[src/rtl/clock_ui_pkg.sv]
// Shared definitions for the alarm-clock user-interface blocks.
// Button indices, repeat-FSM states and small arbitration helpers.
package clock_ui_pkg;

    localparam int NUM_BTNS = 5;

    localparam int BTN_C = 4;
    localparam int BTN_D = 3;
    localparam int BTN_U = 2;
    localparam int BTN_R = 1;
    localparam int BTN_L = 0;

    typedef enum logic [1:0] {
        IDLE   = 2'd0,
        DELAY  = 2'd1,
        REPEAT = 2'd2
    } rep_state_t;

    // Highest-priority requester: C > D > U > R > L.
    function automatic logic [2:0] btn_winner(
        input logic [NUM_BTNS-1:0] req
    );
        logic [2:0] idx;
        idx = 3'd0;
        priority case (1'b1)
            req[BTN_C]: idx = 3'(BTN_C);
            req[BTN_D]: idx = 3'(BTN_D);
            req[BTN_U]: idx = 3'(BTN_U);
            req[BTN_R]: idx = 3'(BTN_R);
            req[BTN_L]: idx = 3'(BTN_L);
            default:    idx = 3'd0;
        endcase
        return idx;
    endfunction

    function automatic logic [NUM_BTNS-1:0] btn_onehot(
        input logic [2:0] idx
    );
        return NUM_BTNS'(1) << idx;
    endfunction

endpackage

[src/rtl/btn_debounce_cell.sv]
// One push-button lane: 2-FF synchroniser, tick-based debounce
// counter, debounced level register and press (0->1) detector.
module btn_debounce_cell #(
    parameter int DEBOUNCE_TICKS = 4
) (
    input  logic clk,
    input  logic rst,
    input  logic tick,
    input  logic raw,
    output logic level,
    output logic rise
);

    logic       sync_a;
    logic       sync_b;
    logic [3:0] cnt;
    logic       flip;

    // Level toggles on the tick that completes the stable run.
    assign flip = tick && (sync_b != level)
               && (cnt == 4'(DEBOUNCE_TICKS - 1));
    assign rise = flip && !level;

    always_ff @(posedge clk or negedge rst) begin
        if (!rst) begin
            sync_a <= 1'b0;
            sync_b <= 1'b0;
            cnt    <= 4'd0;
            level  <= 1'b0;
        end else begin
            sync_a <= raw;
            sync_b <= sync_a;
            if (tick) begin
                if (sync_b == level) begin
                    cnt <= 4'd0;
                end else if (flip) begin
                    level <= ~level;
                    cnt   <= 4'd0;
                end else begin
                    cnt <= cnt + 4'd1;
                end
            end
        end
    end

endmodule

[src/rtl/button_frontend.sv]
// Button front-end: sample tick, per-button debounce, one-hot press
// arbitration and hold-to-repeat FSM for the alarm-clock controller.
module button_frontend
    import clock_ui_pkg::*;
#(
    parameter int TICK_DIV       = 250000,
    parameter int DEBOUNCE_TICKS = 4,
    parameter int REPEAT_DELAY   = 200,
    parameter int REPEAT_RATE    = 40,
    parameter logic [NUM_BTNS-1:0] REPEAT_MASK = 5'b01100
) (
    input  logic                clk,
    input  logic                rst,
    input  logic [NUM_BTNS-1:0] btn_raw,
    output logic [NUM_BTNS-1:0] btn_pulse,
    output logic [NUM_BTNS-1:0] btn_level,
    output logic                repeating
);

    localparam int TW = (TICK_DIV > 1) ? $clog2(TICK_DIV) : 1;
    localparam int RMAX = (REPEAT_DELAY > REPEAT_RATE)
                        ? REPEAT_DELAY : REPEAT_RATE;
    localparam int RW = $clog2(RMAX + 1);

    logic [TW-1:0]       tcnt;
    logic                tick;
    logic [NUM_BTNS-1:0] rise;
    logic                new_press;
    logic [2:0]          widx;
    rep_state_t          state;
    logic [RW-1:0]       rcnt;
    logic [2:0]          ridx;

    assign tick = (tcnt == TW'(TICK_DIV - 1));

    always_ff @(posedge clk or negedge rst) begin
        if (!rst) begin
            tcnt <= '0;
        end else if (tick) begin
            tcnt <= '0;
        end else begin
            tcnt <= tcnt + TW'(1);
        end
    end

    for (genvar g = 0; g < NUM_BTNS; g++) begin : g_cell
        btn_debounce_cell #(
            .DEBOUNCE_TICKS(DEBOUNCE_TICKS)
        ) u_cell (
            .clk  (clk),
            .rst  (rst),
            .tick (tick),
            .raw  (btn_raw[g]),
            .level(btn_level[g]),
            .rise (rise[g])
        );
    end

    assign new_press = |rise;
    assign widx      = btn_winner(rise);

    // A new press always wins the output slot; losers are dropped.
    always_ff @(posedge clk or negedge rst) begin
        if (!rst) begin
            state     <= IDLE;
            rcnt      <= '0;
            ridx      <= 3'd0;
            btn_pulse <= '0;
            repeating <= 1'b0;
        end else begin
            btn_pulse <= '0;
            if (new_press) begin
                btn_pulse <= btn_onehot(widx);
                repeating <= 1'b0;
                if (REPEAT_MASK[widx]) begin
                    state <= DELAY;
                    ridx  <= widx;
                    rcnt  <= RW'(REPEAT_DELAY);
                end else begin
                    state <= IDLE;
                    rcnt  <= '0;
                end
            end else begin
                unique case (state)
                    IDLE: begin
                        repeating <= 1'b0;
                    end
                    DELAY, REPEAT: begin
                        if (!btn_level[ridx]) begin
                            state     <= IDLE;
                            rcnt      <= '0;
                            repeating <= 1'b0;
                        end else if (tick) begin
                            if (rcnt == RW'(1)) begin
                                btn_pulse <= btn_onehot(ridx);
                                rcnt      <= RW'(REPEAT_RATE);
                                state     <= REPEAT;
                                repeating <= 1'b1;
                            end else begin
                                rcnt <= rcnt - RW'(1);
                            end
                        end
                    end
                    default: begin
                        state     <= IDLE;
                        repeating <= 1'b0;
                    end
                endcase
            end
        end
    end

endmodule

[config.mk]
export PLATFORM = sky130hd
export DESIGN_NAME = button_frontend
export DESIGN_NICKNAME = d
export VERILOG_FILES = /design/src/rtl/clock_ui_pkg.sv /design/src/rtl/btn_debounce_cell.sv /design/src/rtl/button_frontend.sv
export SDC_FILE = /design/constraint.sdc
export NUM_CORES = 1
export LEC_CHECK = 0
export BUFFER_PORTS_ARGS = -buffer_cell sky130_fd_sc_hd__buf_4
export CAP_MARGIN = 40
export CORE_AREA = 10 10 94 96
export CTS_CLUSTER_DIAMETER = 100
export CTS_CLUSTER_SIZE = 30
export DETAILED_ROUTE_END_ITERATION = 10
export DIE_AREA = 0 0 104 106
export PLACE_DENSITY = 0.7
export SYNTH_ARGS = -nofsm -noshare
export SYNTH_HDL_FRONTEND = slang
export SYNTH_SLANG_ARGS = --single-unit
[constraint.sdc]
create_clock -name clk -period 2.5 [get_ports clk]
set_input_delay 0.625 -clock clk [delete_from_list [all_inputs] [get_ports clk]]
set_output_delay 0.625 -clock clk [all_outputs]
set_load 0.005 [all_outputs]
# --- Yosys cells after proc, flatten, opt, wreduce, memory -nomap -nowiden ---
# Memories as Yosys holds them, arrays and structs flattened.
# Index checks and enable logic that the tools add are counted.
# Widths: inputs -> output; s select.
classes:
  n_addsub: 7
  order_cmp: 2
  n_eq_ne: 23
  shift: 2
  mux: 40
  bitwise: 10
  reduce_logical: 33
ops:
  columns: ["cell", "count"]
  rows:
  - ["$mux 8", 6]
  - ["$mux 4", 10]
  - ["$mux 5", 5]
  - ["$add 4x1->4 const B", 5]
  - ["$eq 4x2->1 const B", 5]
  - ["$add 18x1->18 const B", 1]
  - ["$eq 18x18->1 const B", 1]
  - ["$mux 18", 1]
  - ["$reduce_and 3->1", 6]
  - ["$logic_and 1x1->1", 15]
  - ["$not 1->1", 10]
  - ["$shl 1x3->5 const A", 2]
  - ["$mux 1", 9]
  - ["$mux 3", 3]
  - ["$eq 8x1->1 const B", 1]
  - ["$lt 3x4->1 const B", 2]
  - ["$mux 2", 4]
  - ["$sub 8x1->8 const B", 1]
  - ["$reduce_and 2->1", 3]
  - ["$eq 1x1->1", 5]
  - ["$logic_not 1->1", 5]
  - ["$ne 1x1->1", 5]
  - ["$reduce_or 5->1", 1]
  - ["$ne 4x3->1 const B", 1]
  - ["10 further kinds", 10]
totals:
  reg_bits: 72
  romBits: 8
  inputBits: 7
  elab_cells: 144
  n_memories: 1
memory_table:
  columns: ["name", "depth", "width", "rd", "rd_ports_with_merged_regs", "wr", "line_no", "rtl"]
  rows:
  - ["(no name shown)", 8, 1, 1, 0, 0, "button_frontend.sv:75", "if (REPEAT_MASK[widx]) begin"]

# --- Logic depth before layout (Yosys ltp) ---
depth:
  word_depth: 12
  ltp_mapped: 8
  ltp_nobuf: 7

# --- Modules after synthesis ---
# A second synthesis with hierarchy kept.
hier_totals:
  cells_unflattened: 329
  area_unflattened_um2: 3479.6
modules_own_cells:
  columns: ["mod", "n_inst", "cells_each", "area_per_inst_um2", "seq_area_each_um2"]
  rows:
  - ["button_frontend", 1, 189, 1890.6, 925.9]
  - ["btn_debounce_cell", 5, 28, 317.8, 175.2]

# --- Worst setup path before layout ---
# No wires, ideal clock.
synth_path:
  path_kind: "flip-flop to flip-flop"
  from: "register g_cell[0].u_cell.cnt[0]"
  to: "register rcnt[6]"
  setup_time_ps: 125
  arrival_ps: 2045
  t_required_ps: 2375
  setup_slack_ps: 330
  stages_incl_launch_ff: 8
  path_buffers: 0
  period_less_slack_ps: 2170
  cell_sequence: "dfrtp_1 ha_1 nor3b_1 a32oi_1 nand3_1 and2_1 o22ai_1 mux2_2"
synth_between:
  elab_chain_cells: 6
synth_lines:
  columns: ["element", "line_no", "rtl"]
  rows:
  - ["start: declaration", "btn_debounce_cell.sv:16", "logic [3:0] cnt;"]
  - ["start signal: assignment", "btn_debounce_cell.sv:40", "cnt <= cnt + 4'd1;"]
  - ["$eq 4x2->1 *", "btn_debounce_cell.sv:21", "&& (cnt == 4'(DEBOUNCE_TICKS - 1));"]
  - ["$logic_and 1x1->1 *", "btn_debounce_cell.sv:21", null]
  - ["$logic_and 1x1->1 *", "btn_debounce_cell.sv:22", "assign rise = flip && !level;"]
  - ["$reduce_or 5->1 *", "button_frontend.sv:59", "assign new_press = |rise;"]
  - ["$ne 3x2->1 (no line) / $reduce_bool 2->1 (equally long branches)", null, null]
  - ["$reduce_and 2->1 (no line)", null, null]
  - ["end signal: assignment", "button_frontend.sv:78", "rcnt <= RW'(REPEAT_DELAY);"]
  - ["end signal: assignment", "button_frontend.sv:96", "rcnt <= RW'(REPEAT_RATE);"]
  - ["end signal: assignment", "button_frontend.sv:100", "rcnt <= rcnt - RW'(1);"]
  - ["end: declaration", "button_frontend.sv:31", "logic [RW-1:0] rcnt;"]
# Mark *: on every way between the ends. The rest lies on a longest branch, timed or not.
# A chain may end at the register's enable or synchronous reset.

# --- Final worst setup path ---
layout_path:
  from: "register g_cell[0].u_cell.cnt[0]"
  to: "register btn_pulse[0]"
layout_between:
  elab_chain_cells: 5
layout_lines:
  columns: ["element", "line_no", "rtl"]
  rows:
  - ["$eq 4x2->1", "btn_debounce_cell.sv:21", null]
  - ["$logic_and 1x1->1", "btn_debounce_cell.sv:21", null]
  - ["$logic_and 1x1->1", "btn_debounce_cell.sv:22", null]
  - ["$reduce_or 5->1", "button_frontend.sv:59", null]
  - ["$mux 5", "button_frontend.sv:72", "if (new_press) begin"]
  - ["end signal: assignment", "button_frontend.sv:73", "btn_pulse <= btn_onehot(widx);"]
  - ["end signal: assignment", "button_frontend.sv:95", "btn_pulse <= btn_onehot(ridx);"]
  - ["end: declaration", "button_frontend.sv:15", "output logic [NUM_BTNS-1:0] btn_pulse,"]
# No other way between the ends.

==> run metrics <==
status complete, no violations; first-pass GRT wire length 12940 um; setup_tns 0 ns; worst reg2reg endpoint btn_pulse[0]$_DFF_PN0_; initial core utilization 50.48%; startpoint types flop; Worst path top cell family by delay simple AND/OR/NAND/NOR gates; # DRC 0; main flop type after synthesis dfrtp_1; CTS H-tree depth 3; Warnings, synthesis 0; VDD IR max 370.1 uV; die height 106 um; post-synth top area cell dfrtp_1; Async SR Flop Fraction 100.0%; WP data required 2.76 ns; RSZ-0062 raised after global routing no; Crit path arrival time 2.54 ns; clk_skew 0.01037 ns; Pleak 1.950 nW; core box area 0.007059 mm^2; CTS tree done; CP peak stage delay 0.41 ns; Levels on crit path 7; Final Max Tran Viols 0; top cells by area, synth dfrtp_1 (51%), nand2_1 (4.4%), xor2_1 (3.2%); Area Growth Syn to Fin 14.22%; crit-path max FO 4; synthesized area 0.003563 mm^2; layout cell share with drive strength beyond 1 16.15%; Max stage delay cell, worst path dfrtp_1; initial antenna violation count 0; gr usage total 14.22%; Routed Antenna Nets 0; clk buf depth 2; Fill cells 609; I/O pins 18; worst r2r src g_cell[0].u_cell.cnt[0]$_DFFE_PN0N_; Post-Syn Nets 364; post-synthesis register bit count 72; Antenna diodes 0; Mapped Cells 348; CP bufs+invs 0; nets@finish 395; cts bufs inserted 9; EDFF count, synth 0; crit path kind flop to flop; # port buffers 17; grt ovf 0; Final HPWL DP 5089 um; count of different cell masters after synthesis 54; crit-path cells ha_1 > nor3b_1 > a32oi_1 > nand3_1 > or3_4 > or3_4 > o31ai_1; Max Cap Viol 0; period utilization 91.46%; routed wire length 7245 um; worst setup path end btn_pulse[0]$_DFF_PN0_; Hold Worst Slack 0.1812 ns; CP dominant cell by count or3_4; clock transition at the registers of the reported paths 0.08 ns; die area 0.01102 mm^2; CTS Root Cell clkbuf_8; Pre-antenna DRT Iters 4; FF-to-FF path depth 7; power density cells 532.5 mW/mm^2; clk sink count 72; Final Hold Fails 0; Worst setup EP type flop; DRT iter0 DRCs 125; Avg Cell Area, Syn 10.24 um^2; Die W 104 um; final critical-path required period 2.287 ns; Vias per Instance 5.511; post-synth top area share 50.56%; largest net degree at the start of global routing 46; routed length per instance 15.00 um; vias in the first global route 2774; final setup vio count 0; relative slew slack 65.98%; DR vias 2662; std cell rows 31; Critical path origin g_cell[0].u_cell.cnt[0]$_DFFE_PN0N_; r2r setup slk 0.21 ns; routability cong. 0.9036; sequential-to-total area share from yosys stat 50.56%; worst hold path class input pin to async pin; Slew @ Worst Pin 0.5034 ns; clock latency on the worst-skew pair 0.35 ns; Achievable Freq 0.4373 GHz
power breakdown:
part           internal, mW  switching (mW)  leakage, nW
Combinational        0.0146          0.0296        0.878
Clock                 0.514           0.432        0.103
Sequential             1.17         0.00531        0.969
metal layers:
| metal | vias to the layer above | wire [um] | GRT usage (%) |
|---|---|---|---|
| met4 | 0 | 201 | 9.245 |
| li1 | 1290 | - | - |
| met3 | 18 | 280 | 2.778 |
| met5 | - | 0 | 0 |
| met1 | 1290 | 3531 | 18.35 |
| met2 | 64 | 3232 | 21.47 |
how the worst min path moves through the flow:
stage	endpoint	cells past startpoint	startpoint	slack, ns
after floorplan	btn_pulse[0]$_DFF_PN0_	0	rst	0.33
after global routing	g_cell[3].u_cell.cnt[1]$_DFFE_PN0N_	1	rst	0.21
after CTS	g_cell[3].u_cell.cnt[1]$_DFFE_PN0N_	1	rst	0.18
final	g_cell[3].u_cell.cnt[1]$_DFFE_PN0N_	1	rst	0.18
after detailed placement	g_cell[0].u_cell.sync_b$_DFF_PN0_	0	g_cell[0].u_cell.sync_a$_DFF_PN0_	0.33
after global placement	g_cell[1].u_cell.sync_b$_DFF_PN0_	0	g_cell[1].u_cell.sync_a$_DFF_PN0_	0.33
state kept, by name (all words and copies together) (netlist names):
| signal | cells |
|---|---|
| repeating | 1 |
| g_cell.u_cell.sync_a | 5 |
| g_cell.u_cell.cnt | 20 |
| tcnt | 18 |
| ridx | 3 |
| g_cell.u_cell.level | 5 |
| state | 2 |
| btn_pulse | 5 |
| g_cell.u_cell.sync_b | 5 |
| rcnt | 8 |
Yosys cell counts, types with 2 or more instances:
master    number
a31oi_1        2
o22ai_1        3
or3_1          2
nand3_1       18
clkbuf_1       2
nor2b_1        7
xnor2_1        9
buf_4          5
and4bb_2       2
nand2b_1       4
or2_2          2
and2_1         8
or3_4          2
dfrtp_1       72
nor3b_1        7
nand2_1       42
a21oi_1        8
and3_1         3
nand4_1        6
nor4_1         3
a21o_1        11
ha_1           9
a32oi_1        2
buf_2          3
xor2_1        13
and4_1         2
nand3b_1       5
nor2_1        20
o31ai_1        5
inv_1         14
mux2_2         6
nor3_1        12
o32ai_1        2
o21ai_0       17
layout by cell type, fill, tap and decap left out, types with 7 or more instances in the layout:
master	n
a21o_1	11
nor2b_1	7
dfrtp_1	72
o21ai_0	17
nor2_1	20
nor3b_1	7
ha_1	9
and2_1	8
inv_1	14
clkbuf_8	11
nor3_1	12
xor2_1	13
nand3_1	18
a21oi_1	8
xnor2_1	9
nand2_1	42
buf_4	29
metrics by stage:
step	utilization [%]	cells	setup slack (ns)	area (um^2)	power [mW]
6_report	57.66	483	0.2134	4070	2.167
5_1_grt	57.66	483	0.05466	4070	2.241
4_1_cts	57.57	483	0.1434	4064	2.190
3_5_place_dp	54.75	467	0.1628	3865	1.247
3_3_place_gp	54.75	467	0.2500	3865	1.245
2_1_floorplan	-	348	0.3298	3563	1.209
timing repair:
item / in CTS / in global routing
endpoints found under the setup margin: 0 / 4
setup buffers: 0 / 0
hold buffers: 0 / 0
resized for setup: 0 / 1
kinds of logic (layout without fill, tap and decap cells):
logic type	count (synthesis)	count (layout)	share of synthesized area, %
buf+inv	24	60	3.160
flops	72	72	50.56
fa+ha+maj	9	9	3.160
simple gates	153	153	23.77
mux	8	8	2.914
compound gates	60	60	11.03
xor+xnor	22	22	5.407
area by class of cell:
cell class	count	area, um^2	area share (%)
well taps	99	123.9	3.043
clock buffers	13	158.9	3.904
clock inverters	3	40.04	0.9837
repair buffers	30	237.7	5.841
inverters	14	52.55	1.291
flip-flops and latches	72	1802	44.27
multi-input cells	252	1655	40.67
(Power assumes the default switching activity.)
